$ cat config.mk
export PLATFORM = sky130hd
export DESIGN_NAME = pipe_stage_elastic
export DESIGN_NICKNAME = d
export VERILOG_FILES = /design/src/rtl/pipe_pkg.sv /design/src/rtl/skid_stage.sv /design/src/rtl/pipe_stage_elastic.sv
export SDC_FILE = /design/constraint.sdc
export NUM_CORES = 1
export LEC_CHECK = 0
export ABC_AREA = 1
export BUFFER_PORTS_ARGS = -buffer_cell sky130_fd_sc_hd__buf_2
export CAP_MARGIN = 0
export CORE_ASPECT_RATIO = 1.2
export CORE_MARGIN = 10
export CORE_UTILIZATION = 55
export DETAILED_ROUTE_END_ITERATION = 10
export PLACE_DENSITY = 0.76
export SLEW_MARGIN = 40
export SYNTH_ARGS = -nofsm -noshare
export SYNTH_HDL_FRONTEND = slang
export SYNTH_SLANG_ARGS = --single-unit
$ cat constraint.sdc
create_clock -name clk_i -period 3.3 [get_ports clk_i]
set_input_delay 0.165 -clock clk_i [delete_from_list [all_inputs] [get_ports clk_i]]
set_output_delay 0.165 -clock clk_i [all_outputs]
set_load 0.02 [all_outputs]
$ cat src/rtl/pipe_pkg.sv
// Shared types and sizing helpers for the elastic pipeline register chain.
package pipe_pkg;

  typedef enum logic [1:0] {
    EMPTY = 2'b00,
    BUSY  = 2'b01,
    FULL  = 2'b10
  } skid_state_t;

  // Occupancy ranges over 0..2*depth inclusive, hence the +1.
  function automatic int occ_w(input int depth);
    return $clog2(2 * depth + 1);
  endfunction

endpackage

$ cat src/rtl/skid_stage.sv
// One skid-buffered slot: the main register drives downstream, and the skid register
// catches the single word that arrives while downstream is stalled.
module skid_stage
  import pipe_pkg::*;
#(
  parameter int DATA_W = 32
) (
  input  logic              clk_i,
  input  logic              rst_ni,
  input  logic              en_i,
  input  logic              flush_i,
  input  logic              up_valid_i,
  output logic              up_ready_o,
  input  logic [DATA_W-1:0] up_data_i,
  output logic              dn_valid_o,
  input  logic              dn_ready_i,
  output logic [DATA_W-1:0] dn_data_o
);

  skid_state_t       state_q, state_d;
  logic [DATA_W-1:0] main_q, main_d;
  logic [DATA_W-1:0] skid_q, skid_d;
  logic              live;
  logic              accept;
  logic              take;

  assign live   = en_i & ~flush_i;
  assign accept = up_valid_i & up_ready_o;
  assign take   = dn_valid_o & dn_ready_i;

  always_ff @(posedge clk_i or negedge rst_ni) begin
    if (!rst_ni) begin
      state_q <= EMPTY;
      main_q  <= '0;
      skid_q  <= '0;
    end else begin
      state_q <= state_d;
      main_q  <= main_d;
      skid_q  <= skid_d;
    end
  end

  // With en low, accept and take are both forced low, so everything holds.
  always_comb begin
    state_d = state_q;
    main_d  = main_q;
    skid_d  = skid_q;
    if (en_i && flush_i) begin
      state_d = EMPTY;
      main_d  = '0;
      skid_d  = '0;
    end else begin
      case (state_q)
        EMPTY: begin
          if (accept) begin
            state_d = BUSY;
            main_d  = up_data_i;
          end
        end
        BUSY: begin
          if (accept && take) begin
            main_d = up_data_i;
          end else if (accept) begin
            state_d = FULL;
            skid_d  = up_data_i;
          end else if (take) begin
            state_d = EMPTY;
          end
        end
        FULL: begin
          if (take) begin
            state_d = BUSY;
            main_d  = skid_q;
            skid_d  = '0;
          end
        end
        default: begin
          state_d = EMPTY;
          main_d  = '0;
          skid_d  = '0;
        end
      endcase
    end
  end

  // Ready depends only on this stage's own registered state, never on dn_ready_i.
  always_comb begin
    up_ready_o = live && ((state_q == EMPTY) || (state_q == BUSY));
    dn_valid_o = live && ((state_q == BUSY) || (state_q == FULL));
    dn_data_o  = main_q;
  end

  a_skid_clear_unless_full: assert property (
    @(posedge clk_i) disable iff (!rst_ni) (state_q != FULL) |-> (skid_q == '0));

  a_state_legal: assert property (
    @(posedge clk_i) disable iff (!rst_ni) state_q inside {EMPTY, BUSY, FULL});

endmodule

$ cat src/rtl/pipe_stage_elastic.sv
// DEPTH-deep chain of skid stages with a valid/ready handshake, global enable,
// synchronous flush and a registered count of words held in the chain.
module pipe_stage_elastic
  import pipe_pkg::*;
#(
  parameter int DATA_W = 32,
  parameter int DEPTH  = 1
) (
  input  logic                     clk_i,
  input  logic                     rst_ni,
  input  logic                     en_i,
  input  logic                     flush_i,
  input  logic                     in_valid_i,
  output logic                     in_ready_o,
  input  logic [DATA_W-1:0]        in_data_i,
  output logic                     out_valid_o,
  input  logic                     out_ready_i,
  output logic [DATA_W-1:0]        out_data_o,
  output logic [occ_w(DEPTH)-1:0]  occupancy_o
);

  localparam int              OccW   = occ_w(DEPTH);
  localparam logic [OccW-1:0] OccMax = OccW'(2 * DEPTH);

  logic [DEPTH:0]    chainValid;
  logic [DEPTH:0]    chainReady;
  logic [DATA_W-1:0] chainData [DEPTH+1];

  logic              inXfer;
  logic              outXfer;
  logic [OccW-1:0]   occupancy_q, occupancy_d;

  assign chainValid[0]     = in_valid_i;
  assign chainData[0]      = in_data_i;
  assign chainReady[DEPTH] = out_ready_i;

  for (genvar i = 0; i < DEPTH; i++) begin : g_stage
    skid_stage #(
      .DATA_W(DATA_W)
    ) u_stage (
      .clk_i      (clk_i),
      .rst_ni     (rst_ni),
      .en_i       (en_i),
      .flush_i    (flush_i),
      .up_valid_i (chainValid[i]),
      .up_ready_o (chainReady[i]),
      .up_data_i  (chainData[i]),
      .dn_valid_o (chainValid[i+1]),
      .dn_ready_i (chainReady[i+1]),
      .dn_data_o  (chainData[i+1])
    );
  end

  // The stages come out of reset EMPTY, so ready is masked externally while reset is held.
  assign in_ready_o  = rst_ni & chainReady[0];
  assign out_valid_o = chainValid[DEPTH];
  assign out_data_o  = chainData[DEPTH];

  assign inXfer  = in_valid_i & chainReady[0];
  assign outXfer = out_valid_o & out_ready_i;

  always_ff @(posedge clk_i or negedge rst_ni) begin
    if (!rst_ni) begin
      occupancy_q <= '0;
    end else begin
      occupancy_q <= occupancy_d;
    end
  end

  always_comb begin
    occupancy_d = occupancy_q;
    if (en_i && flush_i) begin
      occupancy_d = '0;
    end else if (inXfer && !outXfer) begin
      occupancy_d = occupancy_q + OccW'(1);
    end else if (outXfer && !inXfer) begin
      occupancy_d = occupancy_q - OccW'(1);
    end
  end

  assign occupancy_o = occupancy_q;

  a_occ_bounded: assert property (
    @(posedge clk_i) disable iff (!rst_ni) occupancy_q <= OccMax);

  a_no_accept_when_full: assert property (
    @(posedge clk_i) disable iff (!rst_ni) inXfer |-> (occupancy_q < OccMax));

  a_no_deliver_when_empty: assert property (
    @(posedge clk_i) disable iff (!rst_ni) outXfer |-> (occupancy_q != '0));

endmodule

==> results.md <==
STA:
- The max-slew violation total from the final report is 0.
- The minimum clock period after layout is 2520 ps.
- The final hold violation count is 0.
- The highest achievable clock rate is 0.397 GHz.
- The pin slew with the least headroom to its limit is 818 ps.
- After layout, the worst path uses 76.2% of the clock period.
- Setup repair after global routing left no endpoint under its margin.
- Across the routed clock network, the largest skew measured is 6.79 ps.
- Measured against its own limit, the worst slew margin works out to 45.4%.
- The final setup violation count is 0.
- Adding up every negative setup slack in the final design gives 0 ps.

Detailed routing:
- In the routed layout, each cell is associated on average with a via count of between 5 and 6.
- After detailed routing, the number of remaining DRC violations is 0.
- The final layout contains routed wiring with a total length of 7770 um.
- Detailed routing inserted a total of 2,788 vias.
- The pre-antenna-repair detailed-routing pass consisted of 4 iterations.
- The count of routing violations after the opening detailed-route iteration is 181.
- The count of nets left with antenna violations once routing finished came out at 0.
- Dividing the detail-routed wire length by the instance count gives 14.5 um.

Placement:
- The count of buffers added on input and output ports is 73.
- The congestion estimate from routability-driven global placement came to 0.826.
- Detailed placement finished with a half-perimeter wire length of 5060 um.

Floorplan:
- The vertical die dimension is 109 um.
- After floorplanning, the core was divided into 32 placement rows.
- 74 I/O pins were placed.
- For this configuration, the core starts out at a cell density of 56.1%.
- The core footprint is 6410 um2.
- The area of the die is 10,200 um2.
- The horizontal extent of the die is roughly 94 um.

Clocking:
- The buffer type at the clock tree root is clkbuf_8.
- Post-CTS timing repair inserted 0 buffers for setup.
- The clock-pin slew reported for the worst setup and hold paths after clock tree synthesis is 70 ps.
- The clock passes through at most 2 buffers.
- The number of buffers added by the clock tree synthesis step is 9.
- The number of H-tree branching levels is 3.
- The clock drives a little under 70 sinks.
- Post-CTS repair changed the size of 0 cells.
- The quantity of hold-fixing buffers added after cts is 1.
- The CTS tree is built.
- The later pin in the worst-skew pair is clocked with a latency of 340 ps.

Final layout:
- The number of inserted diodes is 0.
- From synthesis to final layout, the design area changed by 14.9%.
- After the last flow step, the layout net total stands at 488.
- The post-route netlist has 37.4% of its cells at a drive strength greater than 1.

Run status:
- The run finished with clean final reports.

Worst setup path:
- For the worst setup path, the data arrival time is 2760 ps.
- The kind of start point of the critical path is a register.
- The capturing point of the worst reg2reg path is g_stage[0].u_stage.skid_q[23]$_DFFE_PN0P_.
- The endpoint kind of the worst setup timing path is a register.
- The critical path in this run is classified as reg -> reg.
- The worst-path maximum fanout is 64.
- Counting cells, the worst reg-to-reg path comes to 11.
- The register-to-register setup slack is 780 ps.
- The startpoint identified for the worst register-to-register timing path is g_stage[0].u_stage.state_q[0]$_DFFE_PN0P_.
- The required time at the worst-slack endpoint is 3550 ps.

Power and ir drop:
- Summed over all cells, the static leakage comes to approximately 0.0021 uW.
- The worst supply voltage drop on vdd is 0.000572 V.
- The power density over cell area is 950 nW/um2.
- Power comes to 3920 uW.

Logic synthesis:
- The count of flip-flops with a built-in enable after synthesis is 0.
- In the synthesized netlist, the number of instances is 382.
- The number of distinct library cells after synthesis is 21.
- The library cell occupying the most area in the post-synthesis netlist is dfrtp_1.
- The sequential-to-total area share from yosys stat is between 40% and 50%.
- The top cell type by area accounts for a little under half of the synthesized area.
- Sorting the synthesized cells by how often they occur yields nand2_1 (147), dfrtp_1 (68), o21ai_2 (64).
- The count of synthesis-stage warnings from yosys is 0.
- Sorting the synthesized cells by area gives the leading types as dfrtp_1 (47%), o21ai_2 (16%), nand2_1 (15%), a22o_1 (7.8%), buf_6 (3.8%).
- The most frequent cell after synthesis is nand2_1.
- Among all flip-flop cells after synthesis, the most frequent one is dfrtp_1.
- After synthesis the netlist holds a flip-flop and latch count of 68.
- After synthesis, the share of flip-flops with an asynchronous set or reset is 100%.
- The number of nets produced by synthesis is ~430.
- The area of the mapped netlist is 3590 um2.
- A synthesized cell averages 9.40 um2.

Hold path:
- Along the worst hold path, the cell count comes to 3.
- The worst hold path begins at in_data_i[24].
- The worst hold path terminates at g_stage[0].u_stage.skid_q[24]$_DFFE_PN0P_.
- The min-delay analysis places its worst path in the category in -> reg.

Global route:
- Global routing used 15.7% of the available tracks.
- The first global-routing pass estimated 13,000 um of wire.
- After global routing the overflow that remains totals 0.
- The initial antenna violation count came to 0.
- The via count of the first global-routing pass is roughly 2,800.
- The pin count of the biggest net entering global routing is 69.

Flow run:
- The max-cap check violation count is 0.
[metal layers]
layer / track usage (%) / routed length (um) / vias up / part of all wire, %
met1: 18.9 / 3360 / 1290 / 43
met5: 0 / 0 / - / 0
met2: 25.5 / 3660 / 91 / 47
met4: 5.98 / 136 / 0 / 1.8
met3: 5.27 / 608 / 15 / 7.8
li1: - / - / 1392 / -
[kinds of logic after synthesis]
family / synth area share [%]
AO/OA/AOI/OAI: 23.8
XOR/XNOR: 0.244
adder cells (fa/ha/maj): 1.74
flip-flops: 47.4
AND/OR/NAND/NOR: 20.2
buffers and inverters: 6.62
[final cells by class]
type / instances / area [um2]
Multi-Input combinational cell: 275 / 1660
Clock inverter: 5 / 77.6
Timing Repair Buffer: 77 / 402
Tap cell: 85 / 106
Inverter: 14 / 52.6
Fill cell: 566 / 2280
Sequential cell: 68 / 1700
Clock buffer: 10 / 128
[placed cells by master, fill, tap and decap left out, drive strengths merged]
master / instances
a21oi: 2
clkinvlp: 1
bufinv: 2
nand2: 153
buf: 76
clkbuf: 10
dfrtp: 68
nand3b: 1
inv: 14
a22o: 32
nand3: 7
nand4: 3
nor2: 6
clkinv: 2
o21ai: 65
ha: 5
xnor2: 1
dlygate4sd3: 1
[stage by stage]
stage	cell area, um2	setup WS [ps]	cells	hold WS, ps	utilization [%]
CTS	4120	774	534	84.8	64.3
floorplan	3590	1650	382	-131	-
global route	4130	537	534	84.5	64.4
finish	4130	784	534	89.2	64.4
global placement	3900	953	518	440	60.9
detailed placement	3900	844	518	334	60.9
[worst max-delay path, cell delays in order (launching register included)]
cell     delay (ps)
dfrtp_1         420
inv_1            90
ha_1            210
inv_1           110
nand2_4         230
nand2_2         190
nor2_4           60
nand2_1          90
nand2_2          70
nand2_4         610
nand2_1         180
o21ai_2         120
[worst max-delay path by stage]
stage	cells after the start	startpoint	endpoint	slack, ps
floorplan	10	g_stage[0].u_stage.state_q[0]$_DFFE_PN0P_	g_stage[0].u_stage.dn_data_o[23]$_DFFE_PN0P_	1650
global placement	11	g_stage[0].u_stage.state_q[0]$_DFFE_PN0P_	g_stage[0].u_stage.skid_q[26]$_DFFE_PN0P_	950
detailed placement	11	g_stage[0].u_stage.state_q[0]$_DFFE_PN0P_	g_stage[0].u_stage.skid_q[23]$_DFFE_PN0P_	840
CTS	11	g_stage[0].u_stage.state_q[0]$_DFFE_PN0P_	g_stage[0].u_stage.skid_q[23]$_DFFE_PN0P_	770
global route	11	g_stage[0].u_stage.state_q[0]$_DFFE_PN0P_	g_stage[0].u_stage.skid_q[23]$_DFFE_PN0P_	540
finish	11	g_stage[0].u_stage.state_q[0]$_DFFE_PN0P_	g_stage[0].u_stage.skid_q[23]$_DFFE_PN0P_	780
[power by group]
| part | internal (uW) | switching, uW | total (uW) |
|---|---|---|---|
| Clock | 419 | 313 | 732 |
| Combinational | 597 | 1200 | 1800 |
| Sequential | 1190 | 197 | 1390 |
[state kept, by name (all words and copies together) (netlist names)]
name / flops
occupancy_o: 2
g_stage.u_stage.state_q: 2
g_stage.u_stage.dn_data_o: 32
g_stage.u_stage.skid_q: 32
Note: power is estimated with default switching activity, not from simulation.
